$ cat config.mk
export PLATFORM = sky130hd
export DESIGN_NAME = muldiv_iter_e_flat
export DESIGN_NICKNAME = d
export VERILOG_FILES = /design/src/rtl/muldiv_iter_e_if.sv /design/src/rtl/muldiv_iter_e.sv /design/src/flat_wrapper.sv
export SDC_FILE = /design/constraint.sdc
export NUM_CORES = 1
export LEC_CHECK = 0
export ABC_AREA = 1
export CORE_UTILIZATION = 30
export DETAILED_ROUTE_END_ITERATION = 8
export PLACE_DENSITY_LB_ADDON = 0.05
export SYNTH_ARGS = -nofsm -noshare
export SYNTH_HDL_FRONTEND = slang
export SYNTH_SLANG_ARGS = --single-unit
$ cat constraint.sdc
create_clock -name clk -period 4.98 [get_ports clk]
set_input_delay 1.494 -clock clk [delete_from_list [all_inputs] [get_ports clk]]
set_output_delay 1.494 -clock clk [all_outputs]
set_load 0.02 [all_outputs]
$ cat src/rtl/muldiv_iter_e_if.sv
// Request/response bundle between the execute stage and the iterative mul/div unit.
// master drives the request side, slave (the unit) returns busy, done and the result.
interface muldiv_iter_e_if #(
  parameter int XLEN = 32
);
  logic            start;
  logic [2:0]      funct3;
  logic [XLEN-1:0] rs1;
  logic [XLEN-1:0] rs2;
  logic [4:0]      rd_in;
  logic            flush;
  logic            busy;
  logic            done;
  logic [XLEN-1:0] result;
  logic [4:0]      rd_out;

  modport master (
    output start, funct3, rs1, rs2, rd_in, flush,
    input  busy, done, result, rd_out
  );

  modport slave (
    input  start, funct3, rs1, rs2, rd_in, flush,
    output busy, done, result, rd_out
  );
endinterface

$ cat src/rtl/muldiv_iter_e.sv
// Iterative RV32M multiply/divide: radix-2 loop, done one cycle after edge N+32 (N+0 for divide corner cases).
// No queuing: start is ignored while busy; flush aborts in any state without a done pulse.
module muldiv_iter_e #(
  parameter int XLEN  = 32,
  parameter int CNT_W = 6
) (
  input logic            clk,
  input logic            reset,
  muldiv_iter_e_if.slave bus
);
  typedef enum logic [1:0] {IDLE, CALC, DONE} state_t;

  typedef struct packed {
    logic [2:0] op;
    logic       neg_q;
    logic       neg_a;
  } ctl_t;

  localparam logic [XLEN-1:0]  INT_MIN  = {1'b1, {(XLEN-1){1'b0}}};
  localparam logic [CNT_W-1:0] LAST_CNT = CNT_W'(XLEN-1);

  state_t            state, state_next;
  ctl_t              ctl;
  logic [CNT_W-1:0]  cnt;
  logic [XLEN-1:0]   operand;
  logic [2*XLEN-1:0] work, work_next;
  logic [4:0]        rd_q;
  logic [XLEN-1:0]   result_q;
  logic [4:0]        rd_out_q;

  logic            accept, is_div, sgn_a, sgn_b, neg1, neg2;
  logic            div_zero, div_ovf, special;
  logic [XLEN-1:0] mag1, mag2, special_res;

  always_comb begin
    accept   = bus.start && !bus.flush && (state == IDLE);
    is_div   = bus.funct3[2];
    sgn_a    = is_div ? !bus.funct3[0] : (bus.funct3 != 3'b011);
    sgn_b    = is_div ? !bus.funct3[0] : !bus.funct3[1];
    neg1     = sgn_a && bus.rs1[XLEN-1];
    neg2     = sgn_b && bus.rs2[XLEN-1];
    mag1     = neg1 ? -bus.rs1 : bus.rs1;
    mag2     = neg2 ? -bus.rs2 : bus.rs2;
    div_zero = is_div && (bus.rs2 == '0);
    div_ovf  = is_div && !bus.funct3[0] && (bus.rs1 == INT_MIN) && (bus.rs2 == '1);
    special  = div_zero || div_ovf;
    if (div_zero) special_res = bus.funct3[1] ? bus.rs1 : '1;
    else          special_res = bus.funct3[1] ? '0 : INT_MIN;
  end

  // work holds {partial product, multiplier} or {remainder, dividend/quotient}
  logic [XLEN:0]     mul_sum, div_shift;
  logic              div_ge;
  logic [XLEN-1:0]   div_rem, quo, rem;
  logic [2*XLEN-1:0] prod_fix;
  logic [XLEN-1:0]   final_res;

  always_comb begin
    mul_sum   = {1'b0, work[2*XLEN-1:XLEN]} + (work[0] ? {1'b0, operand} : {(XLEN+1){1'b0}});
    div_shift = work[2*XLEN-1:XLEN-1];
    div_ge    = div_shift >= {1'b0, operand};
    div_rem   = div_ge ? (div_shift[XLEN-1:0] - operand) : div_shift[XLEN-1:0];
    work_next = ctl.op[2] ? {div_rem, work[XLEN-2:0], div_ge} : {mul_sum, work[XLEN-1:1]};
    prod_fix  = ctl.neg_q ? -work_next : work_next;
    quo       = work_next[XLEN-1:0];
    rem       = work_next[2*XLEN-1:XLEN];
    if (ctl.op[2])               final_res = ctl.op[1] ? (ctl.neg_a ? -rem : rem) : (ctl.neg_q ? -quo : quo);
    else if (ctl.op[1:0] == 2'b00) final_res = prod_fix[XLEN-1:0];
    else                         final_res = prod_fix[2*XLEN-1:XLEN];
  end

  always_ff @(posedge clk) begin
    if (reset) state <= IDLE;
    else       state <= state_next;
  end

  always_comb begin
    state_next = state;
    case (state)
      IDLE:    if (bus.start) state_next = special ? DONE : CALC;
      CALC:    if (cnt == LAST_CNT) state_next = DONE;
      DONE:    state_next = IDLE;
      default: state_next = IDLE;
    endcase
    if (bus.flush) state_next = IDLE;
  end

  always_ff @(posedge clk) begin
    if (reset) begin
      ctl      <= '0;
      cnt      <= '0;
      operand  <= '0;
      work     <= '0;
      rd_q     <= '0;
      result_q <= '0;
      rd_out_q <= '0;
    end else if (accept) begin
      ctl <= '{op: bus.funct3, neg_q: neg1 ^ neg2, neg_a: neg1};
      rd_q <= bus.rd_in;
      cnt  <= '0;
      if (special) begin
        result_q <= special_res;
        rd_out_q <= bus.rd_in;
      end else if (is_div) begin
        operand <= mag2;
        work    <= {{XLEN{1'b0}}, mag1};
      end else begin
        operand <= mag1;
        work    <= {{XLEN{1'b0}}, mag2};
      end
    end else if (state == CALC && !bus.flush) begin
      work <= work_next;
      cnt  <= cnt + CNT_W'(1);
      if (cnt == LAST_CNT) begin
        result_q <= final_res;
        rd_out_q <= rd_q;
      end
    end
  end

  assign bus.busy   = (state != IDLE);
  assign bus.done   = (state == DONE);
  assign bus.result = result_q;
  assign bus.rd_out = rd_out_q;
endmodule

$ cat src/flat_wrapper.sv
// flat-port wrapper written by rule: the top's interface ports become plain ports
module muldiv_iter_e_flat 
#(
  parameter int XLEN  = 32,
  parameter int CNT_W = 6
)
  (clk, reset, bus_start, bus_funct3, bus_rs1, bus_rs2, bus_rd_in, bus_flush, bus_busy, bus_done, bus_result, bus_rd_out);
  muldiv_iter_e_if #(.XLEN(XLEN)) bus_i ();
  input logic clk;
  input logic reset;
  input wire logic [$bits(bus_i.start)-1:0] bus_start;
  input wire logic [$bits(bus_i.funct3)-1:0] bus_funct3;
  input wire logic [$bits(bus_i.rs1)-1:0] bus_rs1;
  input wire logic [$bits(bus_i.rs2)-1:0] bus_rs2;
  input wire logic [$bits(bus_i.rd_in)-1:0] bus_rd_in;
  input wire logic [$bits(bus_i.flush)-1:0] bus_flush;
  output wire logic [$bits(bus_i.busy)-1:0] bus_busy;
  output wire logic [$bits(bus_i.done)-1:0] bus_done;
  output wire logic [$bits(bus_i.result)-1:0] bus_result;
  output wire logic [$bits(bus_i.rd_out)-1:0] bus_rd_out;
  assign bus_i.start = bus_start;
  assign bus_i.funct3 = bus_funct3;
  assign bus_i.rs1 = bus_rs1;
  assign bus_i.rs2 = bus_rs2;
  assign bus_i.rd_in = bus_rd_in;
  assign bus_i.flush = bus_flush;
  assign bus_busy = bus_i.busy;
  assign bus_done = bus_i.done;
  assign bus_result = bus_i.result;
  assign bus_rd_out = bus_i.rd_out;
  muldiv_iter_e #(.XLEN(XLEN), .CNT_W(CNT_W)) u_core (.clk(clk), .reset(reset), .bus(bus_i));
endmodule
# Word level (Yosys, flattened, before mapping)
# Cells that the tools add are included.
dict set report classes {
  n_addsub 8
  multipliers 0
  div_mod_pow 0
  order_cmp 1
  n_eq_ne 10
  shift 0
  n_mux 33
  bitwise 2
  n_reduce_logical 25
}
# cell n
set op_table {}
lappend op_table {{32-bit two-way mux} 18}
lappend op_table {{64-bit two-way mux} 5}
lappend op_table {{32-bit negator} 4}
lappend op_table {{32-bit equality test, second input constant} 2}
lappend op_table {{64-bit negator} 1}
lappend op_table {{32-bit by 33-bit adder with 33-bit output} 1}
lappend op_table {{33-bit by 32-bit >= comparator with 1-bit output} 1}
lappend op_table {{32-bit zero test} 1}
lappend op_table {{32-bit subtractor} 1}
lappend op_table {{5-bit two-way mux} 4}
lappend op_table {{1-bit logical AND} 9}
lappend op_table {{6-bit by 1-bit adder with 6-bit output, second input constant} 1}
lappend op_table {{6-bit by 5-bit equality test with 1-bit output, second input constant} 1}
lappend op_table {{2-bit two-way mux} 3}
lappend op_table {{2-bit inequality test, second input constant} 3}
lappend op_table {{2-bit AND reduction} 3}
lappend op_table {{2-bit nonzero test} 3}
lappend op_table {{2-bit zero test} 2}
lappend op_table {{2-bit case mux with 2 select lines} 1}
lappend op_table {{2-bit OR reduction} 2}
lappend op_table {{1-bit zero test} 3}
lappend op_table {{3-bit by 2-bit inequality test with 1-bit output, second input constant} 1}
lappend op_table {{3-bit AND reduction} 1}
lappend op_table {{2-bit by 1-bit equality test with 1-bit output, second input constant} 1}
lappend op_table {{6 further kinds} 7}
dict set report word_totals {
  reg_bits 151
  latch_bits 0
  mem_bits_rw 0
  rom_bits 0
  inputBits 76
  out_inout_bits 39
  word_cells 89
  mem_count 0
}

# Logic depth before layout (Yosys ltp)
# Gate-level depths: netlist of the first run.
dict set report logic_depth {
  word_depth 10
  mapped_depth 35
  depth_no_buf 34
}

# Least setup slack after synthesis of the first run
# No wires, ideal clock.
dict set report synth_timing {
  path_kind {input-to-reg}
  from {input bus_rs1[2]}
  to {register u_core.operand[29]}
  setup_ns 0.134
  arrival_ns 3.567
  t_required_ns 4.846
  path_slack_ns 1.279
  cell_stages 15
  n_path_buf 0
  cell_sequence {nor3_1 -> nand3_1 -> nor3_1 -> nand2_1 -> nor3_1 -> nand3_1 -> nor2_1 -> nand2_1 -> nor3_2 -> nand2_1 -> o31ai_2 -> o21ai_0 -> xor2_1 -> o21ai_0 -> a21oi_1}
}
dict set report synth_between {
  elab_chain_len 6
  word_cells_on_any_way 9
  cone_classes {add/sub (1); eq/ne (1); mux (2); bitwise (1); reduce/logical (4)}
}
# item line_no
set synth_rtl {}
lappend synth_rtl {{from (decl)} flat_wrapper.sv:13} ;# input wire logic [$bits(bus_i.rs1)-1:0] bus_rs1;
lappend synth_rtl {{branches (longest 6 deep; another with 32-bit negator)} -}
lappend synth_rtl {{to (signal assigned)} muldiv_iter_e.sv:105} ;# operand <= mag2;
lappend synth_rtl {{to (signal assigned)} muldiv_iter_e.sv:108} ;# operand <= mag1;
lappend synth_rtl {{to (decl)} muldiv_iter_e.sv:25} ;# logic [XLEN-1:0] operand;
# Several ways; the timed one is not identified.
# A chain may end at the register's enable or synchronous reset.

# Final worst setup path of the first run
dict set report layout_timing {
  from {input bus_rs1[0]}
  to {register u_core.operand[16]}
}
# Same word-level chain as after synthesis.

==> results of run 1 <==
-- sequential cells by signal, summed over array words and instances (netlist names) --
signal and cells:
u_core.bus.result 32, u_core.state 2, u_core.bus.rd_out 5, u_core.work 64, u_core.operand 32, u_core.cnt 6
u_core.rd_q 5, u_core.ctl 5
-- per-layer routing --
metal / up-vias / routed length [um]
li1: 10533 / -
met1: 10302 / 39890
met2: 730 / 45350
met3: 160 / 5407
met4: 0 / 4811
met5: - / 0
-- metrics by stage --
| stage | setup TNS (ps) | util (%) | instance area [um^2] |
|---|---|---|---|
| 2_1_floorplan | 0 | - | 17920 |
| 3_3_place_gp | -365.1 | 34.42 | 20310 |
| 3_5_place_dp | -339.8 | 34.42 | 20310 |
| 4_1_cts | 0 | 35.51 | 20960 |
| 5_1_grt | 0 | 35.51 | 20960 |
| 6_report | 0 | 35.52 | 20960 |
-- power groups by stage --
stage / sequential (W) / clock (W) / combinational, W
2_1_floorplan: 0.00136 / 0 / 0.00115
3_3_place_gp: 0.00136 / 0 / 0.00194
3_5_place_dp: 0.00136 / 0 / 0.00194
4_1_cts: 0.00133 / 0.00152 / 0.00195
5_1_grt: 0.00134 / 0.00156 / 0.00214
6_report: 0.00134 / 0.00150 / 0.00197
-- synth_stat cells (7+ instances only) --
cell type / number / share of area (%)
sky130_fd_sc_hd__xor2_1: 100 / 4.9
sky130_fd_sc_hd__o211ai_1: 24 / 1.0
sky130_fd_sc_hd__o21ai_1: 22 / 0.61
sky130_fd_sc_hd__nand2_2: 23 / 0.80
sky130_fd_sc_hd__nand2_1: 936 / 20
sky130_fd_sc_hd__xnor2_1: 30 / 1.5
sky130_fd_sc_hd__a31oi_1: 17 / 0.59
sky130_fd_sc_hd__nand4_1: 39 / 1.4
sky130_fd_sc_hd__a21oi_1: 263 / 7.3
sky130_fd_sc_hd__o21bai_1: 16 / 0.67
sky130_fd_sc_hd__o22ai_1: 7 / 0.24
sky130_fd_sc_hd__or2_2: 16 / 0.56
sky130_fd_sc_hd__inv_2: 7 / 0.15
sky130_fd_sc_hd__o21ai_0: 173 / 4.8
sky130_fd_sc_hd__buf_2: 18 / 0.50
sky130_fd_sc_hd__nor2_1: 294 / 6.2
sky130_fd_sc_hd__o221ai_1: 8 / 0.39
sky130_fd_sc_hd__nor3_1: 42 / 1.2
sky130_fd_sc_hd__a211oi_1: 9 / 0.38
sky130_fd_sc_hd__nor2_4: 9 / 0.57
sky130_fd_sc_hd__inv_1: 402 / 8.4
sky130_fd_sc_hd__nor4_1: 14 / 0.49
sky130_fd_sc_hd__nand3b_1: 22 / 0.92
sky130_fd_sc_hd__buf_6: 9 / 0.57
sky130_fd_sc_hd__nand3_1: 228 / 6.4
sky130_fd_sc_hd__ha_1: 70 / 4.9
sky130_fd_sc_hd__clkbuf_1: 83 / 1.7
sky130_fd_sc_hd__nor2_2: 21 / 0.73
sky130_fd_sc_hd__o21a_1: 11 / 0.46
sky130_fd_sc_hd__dfxtp_1: 151 / 17
sky130_fd_sc_hd__nand3_2: 14 / 0.78
sky130_fd_sc_hd__clkinv_1: 7 / 0.15
sky130_fd_sc_hd__buf_1: 12 / 0.25
-- logic make-up (layout without fill, tap and decap cells) --
kind of cell | Yosys count | after routing | synth area share, %
flops | 151 | 151 | 16.87
compound gates | 595 | 595 | 18.67
other cells | 0 | 2 | 0
xor+xnor | 130 | 130 | 6.353
fa+ha+maj | 72 | 72 | 5.110
simple gates | 1677 | 1677 | 40.66
mux | 5 | 5 | 0.2792
buf+inv | 544 | 671 | 12.06
-- worst reg2reg max path: stages, from the launching register on --
cell and delay [ps]:
sky130_fd_sc_hd__dfxtp_1 520, sky130_fd_sc_hd__buf_4 360, sky130_fd_sc_hd__nand2_1 130, sky130_fd_sc_hd__inv_1 100
sky130_fd_sc_hd__ha_1 230, sky130_fd_sc_hd__nand2_1 120, sky130_fd_sc_hd__nor2_1 220, sky130_fd_sc_hd__inv_1 60
sky130_fd_sc_hd__o21ai_0 620, sky130_fd_sc_hd__xor2_1 220, sky130_fd_sc_hd__o21ai_0 560, sky130_fd_sc_hd__nand2_1 150
sky130_fd_sc_hd__nor2_2 160, sky130_fd_sc_hd__nand2_1 170, sky130_fd_sc_hd__nor2_4 160, sky130_fd_sc_hd__a21oi_1 100
sky130_fd_sc_hd__and2_1 160, sky130_fd_sc_hd__o21ai_1 150, sky130_fd_sc_hd__nand3_1 180, sky130_fd_sc_hd__a21oi_2 150
-- repair_timing --
item                                   CTS  global route
setup endpoints to repair                0             1
gates resized for setup                  0             1
endpoints found under the hold margin    0             0
hold buffers                             0             0
-- layout by cell type, fill, tap and decap left out, types with 24 or more instances in the layout --
master | synthesis | final
sky130_fd_sc_hd__o21ai_0 | 173 | 172
sky130_fd_sc_hd__nand2_1 | 936 | 936
sky130_fd_sc_hd__o211ai_1 | 24 | 24
sky130_fd_sc_hd__nand4_1 | 39 | 39
sky130_fd_sc_hd__a21oi_1 | 263 | 263
sky130_fd_sc_hd__buf_4 | 5 | 106
sky130_fd_sc_hd__inv_1 | 402 | 401
sky130_fd_sc_hd__nand3_1 | 228 | 228
sky130_fd_sc_hd__dfxtp_1 | 151 | 149
sky130_fd_sc_hd__xor2_1 | 100 | 100
sky130_fd_sc_hd__nor2_1 | 294 | 293
sky130_fd_sc_hd__ha_1 | 70 | 70
sky130_fd_sc_hd__nor3_1 | 42 | 40
sky130_fd_sc_hd__xnor2_1 | 30 | 30
sky130_fd_sc_hd__clkdlybuf4s50_1 | 0 | 113
-- layout make-up --
cell class	instances	area, um^2
well taps	773	967.2
inverters	416	1562
diodes	2	5.005
clock buffers	19	454.2
flip-flops and latches	151	3028
fillers	6736	38060
multi-input cells	2479	12750
repair buffers	223	2007
clock inverters	13	187.7
-- worst min path at each step --
stage	end	slack, ps	cells past startpoint
CTS	u_core.cnt[5]	480	2
global route	u_core.bus.result[27]	500	2
floorplan	u_core.work[12]	440	2
global placement	u_core.cnt[5]	450	2
detailed placement	u_core.bus.result[28]	460	2
finish	u_core.bus.result[28]	470	2
==> impl_metrics.xml, run 1 <==
<?xml version="1.0" encoding="UTF-8"?>
<metrics>
  <group name="clock_network">
    <metric name="numClockSinks" unit="">151</metric>
    <metric name="cts_max_path_buffers" unit="">2</metric>
    <metric name="cts_made_buffers" unit="">17</metric>
    <metric name="tritoncts_clock_tree" unit="">yes</metric>
    <metric name="root_buffer" unit="">sky130_fd_sc_hd__clkbuf_16</metric>
    <metric name="clock_latency_on_the_worst_skew_pair" unit="ps">490</metric>
    <metric name="postCtsSetupRepairBufs" unit="">0</metric>
    <metric name="clk_pin_slew_worst_paths" unit="ps">70</metric>
    <metric name="cts-htree-levels" unit="">4</metric>
  </group>
  <group name="synth">
    <metric name="synth.net_count" unit="">3322</metric>
    <metric name="async_flop_share" unit="%">0</metric>
    <metric name="dominantRegCellSynth" unit="">sky130_fd_sc_hd__dfxtp_1</metric>
    <metric name="yosysWarningCount" unit="">0</metric>
    <metric name="yosysSeqAreaShare" unit="%">16.87</metric>
    <metric name="netlist_area" unit="mm^2">0.01792</metric>
    <metric name="ys_seq_elements" unit="">151</metric>
    <metric name="yosysUniqueCellTypes" unit="">63</metric>
    <metric name="synth-edff-count" unit="">0</metric>
    <metric name="netlist_instances" unit="">3174</metric>
    <metric name="syn_area_per_cell" unit="um^2">5.647</metric>
  </group>
  <group name="status">
    <metric name="status" unit="">finished clean</metric>
  </group>
  <group name="power_and_ir_drop">
    <metric name="power.static_leakage" unit="nW">9.900</metric>
    <metric name="switching_share" unit="%">43.62</metric>
    <metric name="net_switching" unit="W">0.002097</metric>
    <metric name="share_of_power_burned_in_the_clock_network" unit="%">31.2</metric>
    <metric name="int_power" unit="W">0.002711</metric>
    <metric name="seq_power_share" unit="%">27.8</metric>
    <metric name="vdd_drop_max" unit="V">0.0002862</metric>
    <metric name="power.total" unit="W">0.004807</metric>
    <metric name="p_comb_share" unit="%">41.0</metric>
    <metric name="p_per_area" unit="mW/mm^2">229.3</metric>
  </group>
  <group name="timing">
    <metric name="timing.final.max_slew_violations" unit="">0</metric>
    <metric name="setup_ws" unit="ps">375.8</metric>
    <metric name="timing.hold.ws" unit="ps">470.4</metric>
    <metric name="period_share" unit="%">92.45</metric>
    <metric name="worst_clock_skew" unit="ps">15.53</metric>
    <metric name="setup_violations" unit="">0</metric>
    <metric name="clock.fmax" unit="MHz">217.2</metric>
    <metric name="rsz_0062_raised_after_global_routing" unit="">false</metric>
    <metric name="report.final.hold_viol_count" unit="">0</metric>
    <metric name="worstMarginPinSlew" unit="ps">997.1</metric>
    <metric name="worst_slew_margin_rel" unit="%">33.53</metric>
    <metric name="period_needed" unit="ps">4604</metric>
  </group>
  <group name="detailed_routing">
    <metric name="drt_wl_total" unit="um">95470</metric>
    <metric name="detail-route-antenna-nets" unit="">0</metric>
    <metric name="post_drt_via_cell_ratio" unit="">5.330</metric>
    <metric name="drc_errors" unit="">0</metric>
    <metric name="dr_total_vias" unit="">21725</metric>
    <metric name="drt-initial-drc-count" unit="">1858</metric>
    <metric name="detailedRoute.firstPassIterationCount" unit="">6</metric>
    <metric name="wl_per_cell" unit="um">23.42</metric>
  </group>
  <group name="setup_path">
    <metric name="buffers_and_inverters_on_the_worst_path" unit="">5</metric>
    <metric name="timing.critical_path.slowest_cell_delay" unit="ps">540</metric>
    <metric name="crit_start" unit="">bus_rs1[0]</metric>
    <metric name="worst_ep_arrival_time" unit="ps">4960</metric>
    <metric name="worst-endpoint-required" unit="ps">5330</metric>
    <metric name="worst_flop_to_flop_path_startpoint" unit="">u_core.work[0]</metric>
    <metric name="startpoint_types" unit="">primary input</metric>
    <metric name="setup.reg_to_reg.worst_slack" unit="ps">410</metric>
    <metric name="critPathTopFamily" unit="">simple AND/OR/NAND/NOR gates</metric>
    <metric name="cp.depth" unit="">17</metric>
    <metric name="critical_path.cell_chain" unit="">clkdlybuf4s50_1, buf_4, inv_1, ha_1, nand2_1, nor2_1, nand3_1, nor3_1, nand2_1, nor3_1, buf_4, inv_1, o21ai_0, xor2_1, nor2_1, o21ai_1, a21oi_1</metric>
    <metric name="regToRegEndpoint" unit="">u_core.bus.result[22]</metric>
    <metric name="worst_path_max_delay_cell" unit="">sky130_fd_sc_hd__o21ai_1</metric>
    <metric name="timing.critical_path.to" unit="">u_core.operand[16]</metric>
    <metric name="worstSetupEndpointType" unit="">register</metric>
    <metric name="critical_path_peak_fanout" unit="">4</metric>
    <metric name="worstSetupPathType" unit="">primary input to register</metric>
    <metric name="ff2ff_path_depth" unit="">19</metric>
  </group>
  <group name="min_path">
    <metric name="holdCritStartpoint" unit="">u_core.bus.result[28]</metric>
    <metric name="hold_path_class" unit="">register to register</metric>
  </group>
  <group name="floorplanning">
    <metric name="die-area" unit="mm^2">0.06073</metric>
    <metric name="dieWidth" unit="um">246.4</metric>
    <metric name="initial_core_util" unit="%">30.37</metric>
    <metric name="floorplan.rows" unit="">89</metric>
    <metric name="ios" unit="">115</metric>
    <metric name="dieHeight" unit="um">246.4</metric>
    <metric name="fp.coreArea" unit="mm^2">0.05902</metric>
  </group>
  <group name="place">
    <metric name="post-place-cells" unit="">4042</metric>
    <metric name="post-dp-hpwl" unit="um">78150</metric>
    <metric name="port_buffers" unit="">114</metric>
    <metric name="gpl.final_weighted_congestion" unit="">1.019</metric>
    <metric name="place_worst_setup_slack" unit="ps">-322.8</metric>
  </group>
  <group name="finish">
    <metric name="post_route_cells_drive_above_1_share" unit="%">7.876</metric>
    <metric name="area.growth.synth_to_final" unit="%">16.95</metric>
    <metric name="finish.net_count" unit="">3436</metric>
    <metric name="post_layout_nonfiller_instances" unit="">4076</metric>
  </group>
  <group name="global_route">
    <metric name="gr-usage-met3" unit="%">5.207</metric>
    <metric name="grt_start_max_net_pins" unit="">80</metric>
    <metric name="grt_met2_use" unit="%">53.26</metric>
    <metric name="vias_in_the_first_global_route" unit="">21001</metric>
    <metric name="number_of_antenna_violations_at_the_first_check_in_global_routing" unit="">1</metric>
    <metric name="grt_busiest_layer" unit="">met2</metric>
    <metric name="groute.layer.met1.usage" unit="%">38.33</metric>
    <metric name="first_pass_grt_wire_length" unit="um">139800</metric>
    <metric name="groute.usage.overall" unit="%">31.46</metric>
    <metric name="gr-total-overflow" unit="">0</metric>
  </group>
  <group name="job">
    <metric name="max-cap-violations" unit="">0</metric>
  </group>
</metrics>
Power figures use the tool's default switching activity.
==> inputs of run 2 (changes only) <==
Settings changed: CORE_UTILIZATION 30 to 48, SLEW_MARGIN set to 40.
==> run 2 against run 1 <==
Critical path depth is 8 higher. Power fell by 5.2%. Core utilization is 20 points higher. Critical path type is now register to register. Critical endpoint is now u_core.bus.result[31]. Largest cell class unchanged. Largest power group unchanged.
==> impl_metrics.xml, run 2 (synthesized netlist as in run 1, its figures left out) <==
<?xml version="1.0" encoding="UTF-8"?>
<metrics>
  <group name="timing">
    <metric name="setup_tns" unit="ps">0</metric>
    <metric name="worst_clock_skew" unit="ps">23.84</metric>
    <metric name="period_needed" unit="ps">4636</metric>
    <metric name="rsz_0062_raised_after_global_routing" unit="">false</metric>
    <metric name="worst_slew_margin_rel" unit="%">38.27</metric>
    <metric name="worstMarginPinSlew" unit="ps">913.1</metric>
    <metric name="timing.final.max_slew_violations" unit="">0</metric>
    <metric name="report.final.hold_viol_count" unit="">0</metric>
    <metric name="period_share" unit="%">93.10</metric>
    <metric name="clock.fmax" unit="MHz">215.7</metric>
    <metric name="setup_violations" unit="">0</metric>
  </group>
  <group name="detailed_routing">
    <metric name="detailedRoute.firstPassIterationCount" unit="">9</metric>
    <metric name="dr_total_vias" unit="">22282</metric>
    <metric name="detail-route-antenna-nets" unit="">0</metric>
    <metric name="drt_wl_total" unit="um">82780</metric>
    <metric name="drc_errors" unit="">0</metric>
    <metric name="post_drt_via_cell_ratio" unit="">5.967</metric>
    <metric name="drt-initial-drc-count" unit="">2450</metric>
    <metric name="wl_per_cell" unit="um">22.17</metric>
  </group>
  <group name="finish">
    <metric name="largest_reg_flops" unit="">64</metric>
    <metric name="layout.cells.most_common" unit="">sky130_fd_sc_hd__nand2_1</metric>
    <metric name="diodes" unit="">0</metric>
    <metric name="regMostFlops" unit="">u_core.work</metric>
    <metric name="post_route_cells_drive_above_1_share" unit="%">6.920</metric>
    <metric name="finish.net_count" unit="">3401</metric>
    <metric name="layout_common_cells" unit="">936 x sky130_fd_sc_hd__nand2_1, 402 x sky130_fd_sc_hd__inv_1, 292 x sky130_fd_sc_hd__nor2_1, 263 x sky130_fd_sc_hd__a21oi_1, 228 x sky130_fd_sc_hd__nand3_1</metric>
    <metric name="area.growth.synth_to_final" unit="%">12.70</metric>
  </group>
  <group name="global_route">
    <metric name="grt_start_max_net_pins" unit="">66</metric>
    <metric name="gr-total-overflow" unit="">0</metric>
    <metric name="groute.usage.overall" unit="%">42.87</metric>
    <metric name="vias_in_the_first_global_route" unit="">20634</metric>
    <metric name="first_pass_grt_wire_length" unit="um">123800</metric>
    <metric name="number_of_antenna_violations_at_the_first_check_in_global_routing" unit="">0</metric>
  </group>
  <group name="floorplanning">
    <metric name="die-area" unit="mm^2">0.03812</metric>
    <metric name="initial_core_util" unit="%">48.84</metric>
    <metric name="dieHeight" unit="um">195.2</metric>
    <metric name="dieWidth" unit="um">195.2</metric>
    <metric name="ios" unit="">115</metric>
    <metric name="floorplan.rows" unit="">70</metric>
    <metric name="fp.coreArea" unit="mm^2">0.03670</metric>
  </group>
  <group name="clock_network">
    <metric name="tritoncts_clock_tree" unit="">yes</metric>
    <metric name="clock_latency_on_the_worst_skew_pair" unit="ps">470</metric>
    <metric name="post_cts_resized" unit="">0</metric>
    <metric name="cts_max_path_buffers" unit="">2</metric>
    <metric name="cts-htree-levels" unit="">4</metric>
    <metric name="cts_made_buffers" unit="">17</metric>
    <metric name="postCtsSetupRepairBufs" unit="">0</metric>
    <metric name="root_buffer" unit="">sky130_fd_sc_hd__clkbuf_16</metric>
    <metric name="cts.hold.buffers_added" unit="">0</metric>
    <metric name="clk_pin_slew_worst_paths" unit="ps">80</metric>
    <metric name="numClockSinks" unit="">151</metric>
  </group>
  <group name="setup_path">
    <metric name="worst_ep_arrival_time" unit="ps">4980</metric>
    <metric name="critical_path_peak_fanout" unit="">25</metric>
    <metric name="worstSetupPathType" unit="">register to register</metric>
    <metric name="worstSetupEndpointType" unit="">register</metric>
    <metric name="startpoint_types" unit="">register</metric>
    <metric name="worst-endpoint-required" unit="ps">5330</metric>
  </group>
  <group name="place">
    <metric name="post-dp-hpwl" unit="um">65610</metric>
    <metric name="gpl.final_weighted_congestion" unit="">1.063</metric>
    <metric name="port_buffers" unit="">114</metric>
  </group>
  <group name="power_and_ir_drop">
    <metric name="p_per_area" unit="mW/mm^2">225.7</metric>
    <metric name="power.total" unit="W">0.004560</metric>
    <metric name="power.static_leakage" unit="nW">9.680</metric>
    <metric name="vdd_drop_max" unit="V">0.0002782</metric>
  </group>
  <group name="job">
    <metric name="max-cap-violations" unit="">0</metric>
  </group>
  <group name="status">
    <metric name="status" unit="">finished clean</metric>
  </group>
  <group name="min_path">
    <metric name="hold_path_class" unit="">register to register</metric>
  </group>
</metrics>
## run 2: metrics by stage
step	setup slack [ps]	cell area (um^2)	utilization [%]	std cells	hold slack (ps)
2_1_floorplan	1279	17920	-	3174	438.9
3_3_place_gp	310.9	19630	53.49	3702	455.3
3_5_place_dp	185.7	19630	53.49	3702	457.0
4_1_cts	496.4	20200	55.04	3734	467.1
5_1_grt	1.379	20200	55.04	3734	494.3
6_report	343.7	20200	55.04	3734	466.2
## run 2: area by class of cell
cell class / instances / area, um^2
Fill cell: 3945 / 16500
Timing Repair Buffer: 188 / 1704
Tap cell: 468 / 585.6
Sequential cell: 151 / 3028
Multi-Input combinational cell: 2479 / 12750
Clock inverter: 14 / 137.6
Clock buffer: 18 / 429.2
Inverter: 416 / 1562
## run 2: critical path: stages (launching register included)
cell and delay (ps):
sky130_fd_sc_hd__dfxtp_1 450, sky130_fd_sc_hd__inv_1 80, sky130_fd_sc_hd__ha_1 390, sky130_fd_sc_hd__nand2_1 120
sky130_fd_sc_hd__nor3_1 340, sky130_fd_sc_hd__nand2_1 170, sky130_fd_sc_hd__a21oi_2 230, sky130_fd_sc_hd__nor2_4 80
sky130_fd_sc_hd__buf_4 210, sky130_fd_sc_hd__nand2_4 170, sky130_fd_sc_hd__buf_4 320, sky130_fd_sc_hd__nand2_1 130
sky130_fd_sc_hd__nand3_1 140, sky130_fd_sc_hd__nand2_1 270, sky130_fd_sc_hd__nor2_1 230, sky130_fd_sc_hd__nand2_1 140
sky130_fd_sc_hd__nor2_1 120, sky130_fd_sc_hd__nand2_1 90, sky130_fd_sc_hd__nor2_1 210, sky130_fd_sc_hd__nor2_1 90
sky130_fd_sc_hd__nand2_1 70, sky130_fd_sc_hd__nand2_1 50, sky130_fd_sc_hd__o21bai_1 210, sky130_fd_sc_hd__nand2_1 90
sky130_fd_sc_hd__nand2_1 70, sky130_fd_sc_hd__a21oi_2 50
## run 2: per-layer routing
metal  GRT usage (%)  routed length, um
met1           50.64              30930
met5               0                  0
met2           70.21              37010
met3           8.411               8410
met4           29.25               6427
## run 2: path summary, 6_finish.rpt
kind         slack [ps]  cells after the start             startpoint                     to
min reg2reg         470                      2  u_core.bus.result[29]  u_core.bus.result[29]
max reg2reg         340                     25     u_core.operand[30]  u_core.bus.result[31]
max                 340                     25     u_core.operand[30]  u_core.bus.result[31]
min                 470                      2  u_core.bus.result[29]  u_core.bus.result[29]
## run 2: power breakdown
part	total, W	switching, W	internal, W
combinational	0.00187	0.00129	0.000573
clock	0.00136	0.000657	0.000702
sequential	0.00133	0.0000604	0.00127
